$ cat config.mk
export PLATFORM = sky130hd
export DESIGN_NAME = frida_seq_ctrl
export DESIGN_NICKNAME = d
export VERILOG_FILES = /design/src/rtl/frida_seq_ctrl.sv
export SDC_FILE = /design/constraint.sdc
export NUM_CORES = 1
export LEC_CHECK = 0
export BUFFER_PORTS_ARGS = -buffer_cell sky130_fd_sc_hd__buf_2
export CORE_UTILIZATION = 25
export DETAILED_ROUTE_END_ITERATION = 10
export PLACE_DENSITY = 0.45
export REMOVE_ABC_BUFFERS = 1
export SLEW_MARGIN = 20
export SYNTH_ARGS = -nofsm -noshare
export SYNTH_HDL_FRONTEND = slang
export SYNTH_SLANG_ARGS = --single-unit
$ cat constraint.sdc
create_clock -name clk -period 7.15 [get_ports clk]
set_clock_uncertainty 0.2 [all_clocks]
set_input_delay 0 -clock clk [delete_from_list [all_inputs] [get_ports clk]]
set_output_delay 0 -clock clk [all_outputs]
set_load 0.02 [all_outputs]
$ cat src/rtl/frida_seq_ctrl.sv
// SAR conversion sequencer: steps INIT/SAMP/CMP/LOGIC across the enabled ADCs
// round-robin and hands each result out over a valid/ready port with overrun tracking.
module frida_seq_ctrl #(
  parameter int NBITS = 8,
  parameter int CNT_W = 8
) (
  input  logic             clk,
  input  logic             rst_n,
  input  logic             start,
  input  logic             continuous,
  input  logic             stop,
  input  logic [15:0]      chan_mask,
  input  logic [CNT_W-1:0] t_init,
  input  logic [CNT_W-1:0] t_samp,
  input  logic             comp_out,
  output logic             seq_init,
  output logic             seq_samp,
  output logic             seq_cmp,
  output logic             seq_logic,
  output logic [3:0]       adc_sel,
  output logic             busy,
  output logic [NBITS-1:0] res_data,
  output logic [3:0]       res_chan,
  output logic             res_valid,
  input  logic             res_ready,
  output logic             overrun,
  input  logic             clr_overrun
);

  localparam int IDX_W = (NBITS > 1) ? $clog2(NBITS) : 1;

  typedef enum logic [2:0] {
    S_IDLE, S_INIT, S_SAMP, S_CMP, S_LOGIC, S_DONE
  } state_t;

  state_t           r_state, w_state_nxt;
  logic [CNT_W-1:0] r_cnt;
  logic [IDX_W-1:0] r_idx;
  logic [NBITS-1:0] r_shift;
  logic             r_stop_pend;
  logic [3:0]       r_adc_sel;
  logic             r_busy;
  logic             r_seq_init, r_seq_samp, r_seq_cmp, r_seq_logic;
  logic [NBITS-1:0] r_res_data;
  logic [3:0]       r_res_chan;
  logic             r_res_valid;
  logic             r_overrun;

  logic w_start_ok, w_continue, w_load;

  // Next enabled ADC searching upward from cur (inclusive or strictly after), wrapping 15->0.
  function automatic logic [3:0] f_next_sel(input logic [15:0] mask, input logic [3:0] cur,
                                            input logic incl);
    logic [3:0] sel;
    logic [3:0] c;
    logic       found;
    sel   = cur;
    found = 1'b0;
    for (int k = 0; k < 16; k++) begin
      c = cur + 4'(k) + {3'b000, ~incl};
      if (!found && mask[c]) begin
        sel   = c;
        found = 1'b1;
      end
    end
    return sel;
  endfunction

  assign w_start_ok = start && (chan_mask != 16'h0000);
  assign w_continue = continuous && !(r_stop_pend || stop) && (chan_mask != 16'h0000);
  assign w_load     = !r_res_valid || res_ready;

  always_comb begin
    w_state_nxt = r_state;
    case (r_state)
      S_IDLE:  if (w_start_ok) w_state_nxt = S_INIT;
      S_INIT:  if (r_cnt == '0) w_state_nxt = S_SAMP;
      S_SAMP:  if (r_cnt == '0) w_state_nxt = S_CMP;
      S_CMP:   w_state_nxt = S_LOGIC;
      S_LOGIC: w_state_nxt = (r_idx == '0) ? S_DONE : S_CMP;
      S_DONE:  w_state_nxt = w_continue ? S_INIT : S_IDLE;
      default: w_state_nxt = S_IDLE;
    endcase
  end

  always_ff @(posedge clk or negedge rst_n) begin
    if (!rst_n) begin
      r_state     <= S_IDLE;
      r_cnt       <= '0;
      r_idx       <= '0;
      r_shift     <= '0;
      r_stop_pend <= 1'b0;
      r_adc_sel   <= 4'd0;
      r_busy      <= 1'b0;
      r_seq_init  <= 1'b0;
      r_seq_samp  <= 1'b0;
      r_seq_cmp   <= 1'b0;
      r_seq_logic <= 1'b0;
      r_res_data  <= '0;
      r_res_chan  <= 4'd0;
      r_res_valid <= 1'b0;
      r_overrun   <= 1'b0;
    end else begin
      r_state     <= w_state_nxt;
      r_busy      <= (w_state_nxt != S_IDLE);
      r_seq_init  <= (w_state_nxt == S_INIT);
      r_seq_samp  <= (w_state_nxt == S_SAMP);
      r_seq_cmp   <= (w_state_nxt == S_CMP);
      r_seq_logic <= (w_state_nxt == S_LOGIC);

      if (r_state == S_IDLE) r_stop_pend <= 1'b0;
      else if (stop)         r_stop_pend <= 1'b1;

      // Phase durations are captured as each phase is entered.
      case (r_state)
        S_IDLE: begin
          if (w_start_ok) begin
            r_adc_sel <= f_next_sel(chan_mask, r_adc_sel, 1'b1);
            r_cnt     <= t_init;
          end
        end
        S_INIT: begin
          if (r_cnt == '0) r_cnt <= t_samp;
          else             r_cnt <= r_cnt - 1'b1;
        end
        S_SAMP: begin
          if (r_cnt == '0) r_idx <= IDX_W'(NBITS - 1);
          else             r_cnt <= r_cnt - 1'b1;
        end
        S_LOGIC: begin
          r_shift[r_idx] <= comp_out;
          if (r_idx != '0) r_idx <= r_idx - 1'b1;
        end
        S_DONE: begin
          r_adc_sel <= f_next_sel(chan_mask, r_adc_sel, 1'b0);
          if (w_continue) r_cnt <= t_init;
        end
        default: ;
      endcase

      // A new result may only replace an unread one when it is being consumed now.
      if (r_state == S_DONE && w_load) begin
        r_res_valid <= 1'b1;
        r_res_data  <= r_shift;
        r_res_chan  <= r_adc_sel;
      end else if (r_res_valid && res_ready) begin
        r_res_valid <= 1'b0;
      end

      if (r_state == S_DONE && !w_load) r_overrun <= 1'b1;
      else if (clr_overrun)             r_overrun <= 1'b0;
    end
  end

  assign seq_init  = r_seq_init;
  assign seq_samp  = r_seq_samp;
  assign seq_cmp   = r_seq_cmp;
  assign seq_logic = r_seq_logic;
  assign adc_sel   = r_adc_sel;
  assign busy      = r_busy;
  assign res_data  = r_res_data;
  assign res_chan  = r_res_chan;
  assign res_valid = r_res_valid;
  assign overrun   = r_overrun;

endmodule

==> impl_metrics.tcl <==
set metrics [dict create \
    nFillCells 2561 \
    htreeDepth 2 \
    cts_tree "built" \
    grt_pass1_wl_mm 36.3 \
    vias_per_cell 5.76 \
    synth_simple_gate_area_frac 0.206 \
    setup_violations 0 \
    max_freq_mhz 179 \
    ff2ff_path_depth 12 \
    clkLatencyLatePin_ns 0.29 \
    seq_area_sq_um 1150 \
    worst_pin_slew_ns 1.04 \
    dp_slack_ns 1.68 \
    dieArea_sq_um 25700 \
    fin_nets 844 \
    required_ns 7.12 \
    drive_gt1_frac 0.225 \
    route.detailed.drc 0 \
    ys.warnings.count 0 \
    place_congestion 0.954 \
    clockBufferDepth 2 \
    drv_slew 0 \
    grt_pass1_vias 6269 \
    maxCapViolCount 0 \
    syn_inst 728 \
    die_h_microns 160 \
    synth_seq_cells 46 \
    dp_hpwl_mm 16.8 \
    finalCritPeriodShare 0.780 \
    status "complete, no violations" \
    clk_pin_slew_ns 0.06 \
    setup_ws_ns 1.57 \
    slew-limit-headroom 0.284 \
    wire_per_inst_microns 20.4 \
    whs_path_depth 5 \
    ys_seq_area_frac 0.184 \
    yosysMostFrequentCell "nor2_1" \
    grt_use_total 0.177 \
    via_count 6424 \
    dp.cells 1085 \
    fin_hold_ws_ns 0.0701 \
    hold_viol 0 \
    num_antenna_cells 0 \
    worstPathArrival_ns 5.55 \
    synth-adder-area-share 0.0259 \
    worstSetupPathType "register to register" \
    fp-row-count 57 \
    rsz0062_at_grt "no" \
    yosysTopAreaCellShare 0.184 \
    fin_setup_tns_ns 0 \
    area_delta_synth_final_pct 15.8 \
    worstSetupEndpointType "register" \
    synth_top_cell_by_area "dfrtp_1" \
    cp-start-kind "register" \
    synth-compound-area-share 0.218 \
    cp_max_fo 60 \
    top_layer "met4" \
    hold_class "input pin to register" \
    antenna_found_initial 0 \
    synth_top_family_by_area "multiplexers" \
    wirelength_mm 22.7 \
    ioPinCount 63 \
    synth_ff_type "dfrtp_1" \
    period_needed_ns 5.58 \
    dr_wl_met2_mm 10.7 \
    synthTopCellsByCount "nor2_1, nand2_1, dfrtp_1, mux2i_1, mux2_2" \
    met3_length_mm 1.39 \
    avgSynthCellArea_sq_um 8.61 \
    drt_iter0_drc 753 \
    firstDrtPassIters 8 \
    instances_no_fill 1116 \
    initial_core_util 0.256 \
    multi_input_area_sq_um 4850 \
    synthesis.area_sq_um 6270 \
    synthDistinctLibCells 79 \
    cts_root_buf "clkbuf_16" \
    ys_top_cells_by_area "dfrtp_1, mux4_2, mux2_2, mux2i_1, nor2_1" \
    cts_buffers 5 \
    synth_edf_count 0 \
    synth-xor-area-share 0.0367 \
    grt-ovfl-total 0 \
    met1_length_mm 10.0 \
    synthArstFlopShare 1.00 \
    postRouteAntennaNets 0 \
    grt_max_degree 61 \
    io_buffers 62 \
    numClockSinks 46 \
    synth.area.mux_share 0.286 \
    dieWidth_microns 160 \
    core_sq_um 24500 \
]
==> layer usage <==
metal  GRT usage  up-vias
li1            -     2952
met1       0.246     3135
met2       0.291      295
met5           0        -
met4      0.0511        0
met3      0.0181       42
==> final cells by class <==
class                           instances  share of cell area
Multi-Input combinational cell        619               0.668
Sequential cell                        46               0.159
Timing Repair Buffer                   95              0.0848
Tap cell                              324              0.0558
Clock buffer                            5              0.0172
Inverter                               24              0.0124
Clock inverter                          3             0.00327
==> worst paths after layout <==
kind / startpoint / to / slack (ns)
setup reg to reg: adc_sel[0] / adc_sel[2] / 1.57
hold reg to reg: res_chan[1] / res_chan[1] / 0.30
setup / recovery: adc_sel[0] / adc_sel[2] / 1.57
hold / removal: continuous / r_state[0] / 0.07
min in group asynchronous: rst_n / res_data[1] / 0.09
max in group asynchronous: rst_n / adc_sel[0] / 6.20
==> layout by cell type (no fill, tap or decap), drive strengths merged, types with 10 or more instances in the layout <==
master	n
o21ai	39
dlygate4sd3	22
nand3	19
a31oi	10
nor2	74
nand2b	10
a21oi	37
mux2i	47
nand2	63
ha	13
xnor2	15
inv	25
nor4	12
o22ai	10
mux4	36
nor2b	15
a22oi	10
mux2	45
dfrtp	46
buf	73
nor3	23
==> kinds of logic (layout without fill, tap and decap cells) <==
| group | count (synthesis) | in the layout |
|---|---|---|
| buffers and inverters | 63 | 127 |
| multiplexers | 128 | 128 |
| flip-flops | 46 | 46 |
| AND/OR/NAND/NOR | 259 | 259 |
| AO/OA/AOI/OAI | 196 | 196 |
| XOR/XNOR | 23 | 23 |
| adder cells (fa/ha/maj) | 13 | 13 |
==> metrics by stage <==
step / area, sq um / util
6_report: 7260 / 0.297
5_1_grt: 7260 / 0.297
4_1_cts: 7250 / 0.297
3_5_place_dp: 6890 / 0.281
3_3_place_gp: 6880 / 0.281
2_1_floorplan: 6080 / -
==> sequential cells by signal, indices dropped and copies added (netlist names), 3 cells and up <==
| register | cells |
|---|---|
| adc_sel | 4 |
| r_cnt | 8 |
| r_idx | 3 |
| r_shift | 8 |
| r_state | 3 |
| res_chan | 4 |
| res_data | 8 |
==> critical path, stage by stage, from the launching register on <==
cell	delay [ns]
dfrtp_2	0.40
buf_4	0.36
ha_1	0.47
xnor2_2	0.68
mux2i_1	0.51
mux2i_1	0.45
or3_4	0.55
nor3_1	0.45
nand3_1	0.21
a31oi_1	0.50
inv_1	0.16
a221o_1	0.29
a32o_1	0.20
==> what timing repair did <==
action	CTS	global route
hold buffers	22	0
resized for setup	0	0
setup endpoints to repair	0	0
hold endpoints to repair	65	0
buffers inserted	0	0
Power is not shown: default switching activity piles up to over one toggle a cycle in this logic, so the estimate is an artifact.
